`src/rtl/frequency_meter_pkg.sv`:
```
// Shared display-panel definitions for the frequency meter.
// Holds the measurement state encoding, the panel clock rate and the
// default gate length derived from it.
package frequency_meter_pkg;

    typedef enum logic [1:0] {
        ST_IDLE = 2'd0,
        ST_SYNC = 2'd1,
        ST_GATE = 2'd2
    } fm_state_e;

    localparam int CLK_HZ              = 50_000_000;
    localparam int GATE_SECONDS        = 1;
    localparam int GATE_CYCLES_DEFAULT = CLK_HZ * GATE_SECONDS;
    localparam int CNT_W_DEFAULT       = 26;

endpackage

```
`src/rtl/frequency_meter_edge_sync.sv`:
```
// edge_sync: two-flop synchronizer for an asynchronous input followed by a
// history flop, producing a one-cycle pulse on each synchronized rising edge.
// Shared with the panel's button inputs.
//   clk  in   system clock
//   rst  in   synchronous active-high reset (clears all three flops)
//   din  in   asynchronous input
//   rise out  synchronized level high while previous level low
module edge_sync (
    input  logic clk,
    input  logic rst,
    input  logic din,
    output logic rise
);

    // sh[0], sh[1]: synchronizer; sh[2]: previous synchronized level
    logic [2:0] sh;

    always_ff @(posedge clk) begin
        if (rst) begin
            sh <= '0;
        end else begin
            sh <= {sh[1:0], din};
        end
    end

    assign rise = sh[1] & ~sh[2];

endmodule

```
`src/rtl/frequency_meter.sv`:
```
// frequency_meter: counts synchronized rising edges of sig_in over a gate
// window of GATE_CYCLES clk cycles and publishes the count at window end.
// Windows run back to back while run is high.
//   clk        in   system clock
//   rst        in   synchronous active-high reset
//   run        in   level enable; low returns to idle next cycle
//   sig_in     in   asynchronous signal under measurement
//   freq_count out  edge count of the last completed window
//   valid      out  one-cycle pulse when freq_count updates
//   overflow   out  last completed window saturated the counter
//   busy       out  registered, high in SYNC and GATE
//
// state   | meaning
// --------+-----------------------------------------------------------
// ST_IDLE | counters held at 0, results hold last values
// ST_SYNC | two cycles flushing the synchronizer, edges ignored
// ST_GATE | counting edges, window restarts back to back
module frequency_meter
    import frequency_meter_pkg::*;
#(
    parameter int GATE_CYCLES = GATE_CYCLES_DEFAULT,
    parameter int CNT_W       = CNT_W_DEFAULT
) (
    input  logic             clk,
    input  logic             rst,
    input  logic             run,
    input  logic             sig_in,
    output logic [CNT_W-1:0] freq_count,
    output logic             valid,
    output logic             overflow,
    output logic             busy
);

    localparam int                GATE_W    = $clog2(GATE_CYCLES);
    localparam logic [GATE_W-1:0] GATE_LAST = GATE_W'(GATE_CYCLES - 1);
    localparam logic [CNT_W-1:0]  CNT_MAX   = '1;

    fm_state_e         state_q;
    fm_state_e         state_d;
    logic              sync_cnt;
    logic [GATE_W-1:0] gate_cnt;
    logic [CNT_W-1:0]  edge_cnt;
    logic [CNT_W-1:0]  edge_cnt_nx;
    logic              sat;
    logic              sat_nx;
    logic              sig_rise;
    logic              window_end;

    edge_sync u_edge_sync (
        .clk  (clk),
        .rst  (rst),
        .din  (sig_in),
        .rise (sig_rise)
    );

    always_ff @(posedge clk) begin
        if (rst) begin
            state_q  <= ST_IDLE;
            sync_cnt <= 1'b0;
        end else begin
            state_q  <= state_d;
            sync_cnt <= (state_q == ST_SYNC) ? ~sync_cnt : 1'b0;
        end
    end

    always_comb begin
        state_d = state_q;
        unique case (state_q)
            ST_IDLE: if (run) state_d = ST_SYNC;
            ST_SYNC: begin
                if (!run) begin
                    state_d = ST_IDLE;
                end else if (sync_cnt) begin
                    state_d = ST_GATE;
                end
            end
            ST_GATE: if (!run) state_d = ST_IDLE;
            default: state_d = ST_IDLE;
        endcase
    end

    assign window_end = (state_q == ST_GATE) && (gate_cnt == GATE_LAST);

    // Saturation flag is raised by an edge arriving while the counter is
    // already at full scale, so a window of exactly CNT_MAX edges is exact.
    always_comb begin
        edge_cnt_nx = edge_cnt;
        sat_nx      = sat;
        if (sig_rise) begin
            if (edge_cnt == CNT_MAX) begin
                sat_nx = 1'b1;
            end else begin
                edge_cnt_nx = edge_cnt + 1'b1;
            end
        end
    end

    always_ff @(posedge clk) begin
        if (rst) begin
            gate_cnt   <= '0;
            edge_cnt   <= '0;
            sat        <= 1'b0;
            freq_count <= '0;
            valid      <= 1'b0;
            overflow   <= 1'b0;
            busy       <= 1'b0;
        end else begin
            busy  <= (state_d != ST_IDLE);
            valid <= 1'b0;
            // A window ending as run drops is still published.
            if (window_end) begin
                freq_count <= edge_cnt_nx;
                overflow   <= sat_nx;
                valid      <= 1'b1;
            end
            // Restart in the publish cycle itself so no edge falls between windows.
            if ((state_d != ST_GATE) || window_end) begin
                gate_cnt <= '0;
                edge_cnt <= '0;
                sat      <= 1'b0;
            end else if (state_q == ST_GATE) begin
                gate_cnt <= gate_cnt + 1'b1;
                edge_cnt <= edge_cnt_nx;
                sat      <= sat_nx;
            end
        end
    end

endmodule

```
`config.mk`:
```
export PLATFORM = sky130hd
export DESIGN_NAME = frequency_meter
export DESIGN_NICKNAME = d
export VERILOG_FILES = /design/src/rtl/frequency_meter_pkg.sv /design/src/rtl/frequency_meter_edge_sync.sv /design/src/rtl/frequency_meter.sv
export SDC_FILE = /design/constraint.sdc
export NUM_CORES = 1
export LEC_CHECK = 0
export CAP_MARGIN = 15
export CELL_PAD_IN_SITES_DETAIL_PLACEMENT = 1
export CELL_PAD_IN_SITES_GLOBAL_PLACEMENT = 2
export CORE_MARGIN = 1.5
export CORE_UTILIZATION = 33
export DETAILED_ROUTE_END_ITERATION = 12
export GPL_ROUTABILITY_DRIVEN = 0
export PLACE_DENSITY_LB_ADDON = 0.3
export REMOVE_ABC_BUFFERS = 1
export SLEW_MARGIN = 15
export SYNTH_ARGS = -nofsm -noshare
export SYNTH_HDL_FRONTEND = slang
export SYNTH_HIERARCHICAL = 1
export SYNTH_SLANG_ARGS = --single-unit
```
`constraint.sdc`:
```
create_clock -name clk -period 2 [get_ports clk]
set_input_delay 0.3 -clock clk [delete_from_list [all_inputs] [get_ports clk]]
set_output_delay 0.3 -clock clk [all_outputs]
set_load 0.01 [all_outputs]
```
==> flow_results.org <==
** Floorplanning
- The die is 117 um tall.
- For this configuration, the core starts out at a cell density of 0.339.
- After floorplanning, the core was sized to cover 12600 um2.
- The floorplan has 41 rows.
- IO Pins :: 33
- Measured along the x axis, the die boundary spans between 100 and 150 um.
- The die covers 13700 um2.

** Timing
- Max-slew headroom :: 0.737
- Min Clock Period, post-route :: 1940 ps
- Based on the critical path, the design can be clocked at up to 514 MHz.
- Dividing the final minimum period by the clock period gives 0.972.
- For the final database, setup skew stands at roughly 8 ps.
- For the pin with the worst max-slew slack, the measured transition is approximately 390 ps.
- RSZ-0062 raised after global routing :: true
- Final Max Slew Viols :: 0
- Hold violation total from the final report :: 0
- In the final timing run, aggregate negative setup slack is 0 ps.
- Worst setup margin :: 55.9 ps
- Setup violations remaining at the end of the flow were counted as 0.

** Yosys
- Most used DFF post-synth :: sky130_fd_sc_hd__dfxtp_1
- Proportion of register bits with asynchronous set or reset after synthesis :: 0
- By count the netlist is led by sky130_fd_sc_hd__dfxtp_1 (88), sky130_fd_sc_hd__nor2_1 (62), sky130_fd_sc_hd__xnor2_1 (45), sky130_fd_sc_hd__a211oi_1 (36), sky130_fd_sc_hd__a21oi_1 (36).
- Summed over all instances, the cell type with the most area after synthesis is sky130_fd_sc_hd__dfxtp_1.
- Most frequent cell after synthesis :: sky130_fd_sc_hd__dfxtp_1
- Warning count from the yosys run :: 6
- Synthesis produced 482 cells.
- In this run, synthesis inferred 0 flip-flops with an integrated enable.
- Synth cell types :: 57
- Of the post-synthesis cell area, the dominant cell type holds 0.412.
- Flops & latches, synth :: 88
- Sequential cell area fraction in the yosys report :: 0.412
- By area the synthesized netlist is led by sky130_fd_sc_hd__dfxtp_1 (41%), sky130_fd_sc_hd__xnor2_1 (9.2%), sky130_fd_sc_hd__a211oi_1 (6.3%).
- Synthesized area :: between 4000 and 5000 um2
- A synthesized cell averages 8.88 um2.

** Layout
- Final Net Count :: 547
- Of the cells placed in the final design, the portion with a size suffix greater than 1 is 0.185.
- 0 antenna diodes ended up in the layout.
- P&R area growth vs syn :: 28.6%
- Non-filler cells in the finished layout :: 718

** Worst setup path
- Beginning of the critical path :: edge_cnt[12]
- Kind of start point of the critical path :: register
- Required arrival time at the worst endpoint :: 2240 ps
- Arrival time at the worst endpoint :: about 2200 ps
- The worst setup path is of the reg2reg kind.
- Category of the worst setup path capture point :: register
- The worst register-to-register path begins at edge_cnt[12].
- Of all nets on the critical path, the largest fanout is 6.

** Power
- Pwr per Cell Area :: 661 nW/um2
- Worst ir drop on vdd :: ~0.44 mV
- Leakage power summed over all cells :: 1.65 nW

** Global routing
- Grt ovf :: 0
- Entering global routing, the biggest net connects 33 pins.
- Global Route Usage Sum :: 0.184
- The initial antenna violation count came to 0.
- The first global-routing pass estimated 19.3 mm of wire.
- Number of global-route vias before repair :: 3805

** Route
- DRC violation count after routing :: 0
- The first detailed-routing pass ran for 4 iterations.
- Detail-routed via count per cell :: 5.24
- In the final routed layout, each cell accounts on average for roughly 16 um.
- Final WL :: 11.8 mm
- In this run, the number of DRC markers left after iteration 0 of detailed routing was 91.
- Final antenna-violating net count :: 0
- The routed layout has 3764 vias.

** Place
- The HPWL after detailed placement is 8.20 mm.
- OpenSTA, run right after detailed placement, puts the worst setup slack at roughly 3.4 ps.
- Number of buffers inserted by port buffering :: 32
- Number of placed instances, taps included :: around 700

** Clocking
- Number of hold-repair buffers added at the cts stage :: 0
- CTS HTree Levels :: 3
- Counting every sink on the clock net gives between 80 and 90.
- The clock reaches the later pin of the worst-skew pair after 350 ps.
- Clock root buffer :: sky130_fd_sc_hd__clkbuf_16
- Maximum buffer depth of the clock tree :: 2
- TritonCTS built the clock tree.
- Clock-pin slew was measured on the worst setup and hold paths at 70 ps.
- Number of buffers added by the clock tree synthesis step :: 9

** Job
- Across the run, the number of max-cap violations was 0.

** Min path
- Start point of the worst hold path :: u_edge_sync/sh[0]
- Worst hold-check path type :: reg2reg

** Status
- Outcome :: finished, final reports clean
report_power, final:
group          internal [mW]  switching [mW]
logic                 0.0196          0.0259
registers               1.76         0.00408
clock network           1.10           0.733
final cells by class:
type	instances	area, um2
clock buffers	9	225
inverters	3	11.3
fillers	1468	7120
multi-input cells	357	2440
clock inverters	7	96.3
well taps	172	215
repair buffers	82	748
flip-flops and latches	88	1770
timing repair:
| action | CTS | global route |
|---|---|---|
| pin swaps | 0 | 7 |
| gates resized for setup | 1 | 19 |
| setup endpoints to repair | 1 | 65 |
| setup buffers | 0 | 1 |
final timing paths:
kind	depth (start not counted)	slack, ps	endpoint
worst max-delay path	5	60	freq_count[25]
worst min-delay path	1	450	u_edge_sync/sh[1]
worst max register to register	5	60	freq_count[25]
worst min register to register	1	450	u_edge_sync/sh[1]
per-layer routing:
layer	track usage	routed length [um]	vias to the layer above
met5	0	0	-
met4	0.0482	130	0
met3	0.0494	308	11
met2	0.324	5880	40
met1	0.224	5450	1848
li1	-	-	1865
sequential cells by signal, indices dropped and copies added (netlist names):
name / count
sync_cnt: 1
gate_cnt: 26
u_edge_sync/sh: 3
valid: 1
edge_cnt: 26
overflow: 1
busy: 1
freq_count: 26
state_q: 2
sat: 1
per-stage QoR:
step | hold slack [ps] | power, mW | area (um2) | utilization
after floorplan | 369 | 1.81 | 4110 | -
after global placement | 441 | 1.85 | 5070 | 0.402
after detailed placement | 451 | 1.85 | 5070 | 0.402
after CTS | 456 | 3.70 | 5400 | 0.428
after global routing | 477 | 3.76 | 5500 | 0.436
final | 454 | 3.64 | 5500 | 0.436
cell usage in the layout (no fill, tap or decap), types with 3 or more instances in the layout:
cell / count
sky130_fd_sc_hd__nor3_1: 10
sky130_fd_sc_hd__or3_1: 11
sky130_fd_sc_hd__buf_12: 3
sky130_fd_sc_hd__a211oi_1: 34
sky130_fd_sc_hd__buf_4: 44
sky130_fd_sc_hd__a21oi_1: 36
sky130_fd_sc_hd__clkbuf_16: 9
sky130_fd_sc_hd__nor2b_1: 5
sky130_fd_sc_hd__and4_4: 3
sky130_fd_sc_hd__a211oi_2: 6
sky130_fd_sc_hd__inv_1: 3
sky130_fd_sc_hd__nor2_1: 61
sky130_fd_sc_hd__o31ai_1: 7
sky130_fd_sc_hd__xor2_1: 10
sky130_fd_sc_hd__xnor2_1: 44
sky130_fd_sc_hd__nand3_1: 10
sky130_fd_sc_hd__and3_1: 6
sky130_fd_sc_hd__o21ai_0: 8
sky130_fd_sc_hd__o21ai_1: 3
sky130_fd_sc_hd__and4_1: 6
sky130_fd_sc_hd__clkdlybuf4s50_1: 32
sky130_fd_sc_hd__nor4_1: 3
sky130_fd_sc_hd__dfxtp_2: 3
sky130_fd_sc_hd__nand2_1: 20
sky130_fd_sc_hd__or4_1: 7
sky130_fd_sc_hd__nor4_2: 3
sky130_fd_sc_hd__clkinv_4: 3
sky130_fd_sc_hd__dfxtp_1: 85
sky130_fd_sc_hd__nand4_1: 19
logic make-up after synthesis:
logic type	share of synthesized area
xor gates and xnor gates	0.113
DFF	0.412
and+or+nand+nor	0.262
AOI/OAI and AO/OA	0.162
buffers and inverters	0.0418
muxes	0.00468
adders and majority gates	0.00585
worst max-delay path: stages, from the launching register on:
cell and delay (ps):
sky130_fd_sc_hd__dfxtp_1 450, sky130_fd_sc_hd__and4_1 290, sky130_fd_sc_hd__nand4_4 170, sky130_fd_sc_hd__or4_4 610
sky130_fd_sc_hd__xor2_1 220, sky130_fd_sc_hd__a21oi_1 90
No activity file was read; power rests on OpenSTA's default activity.
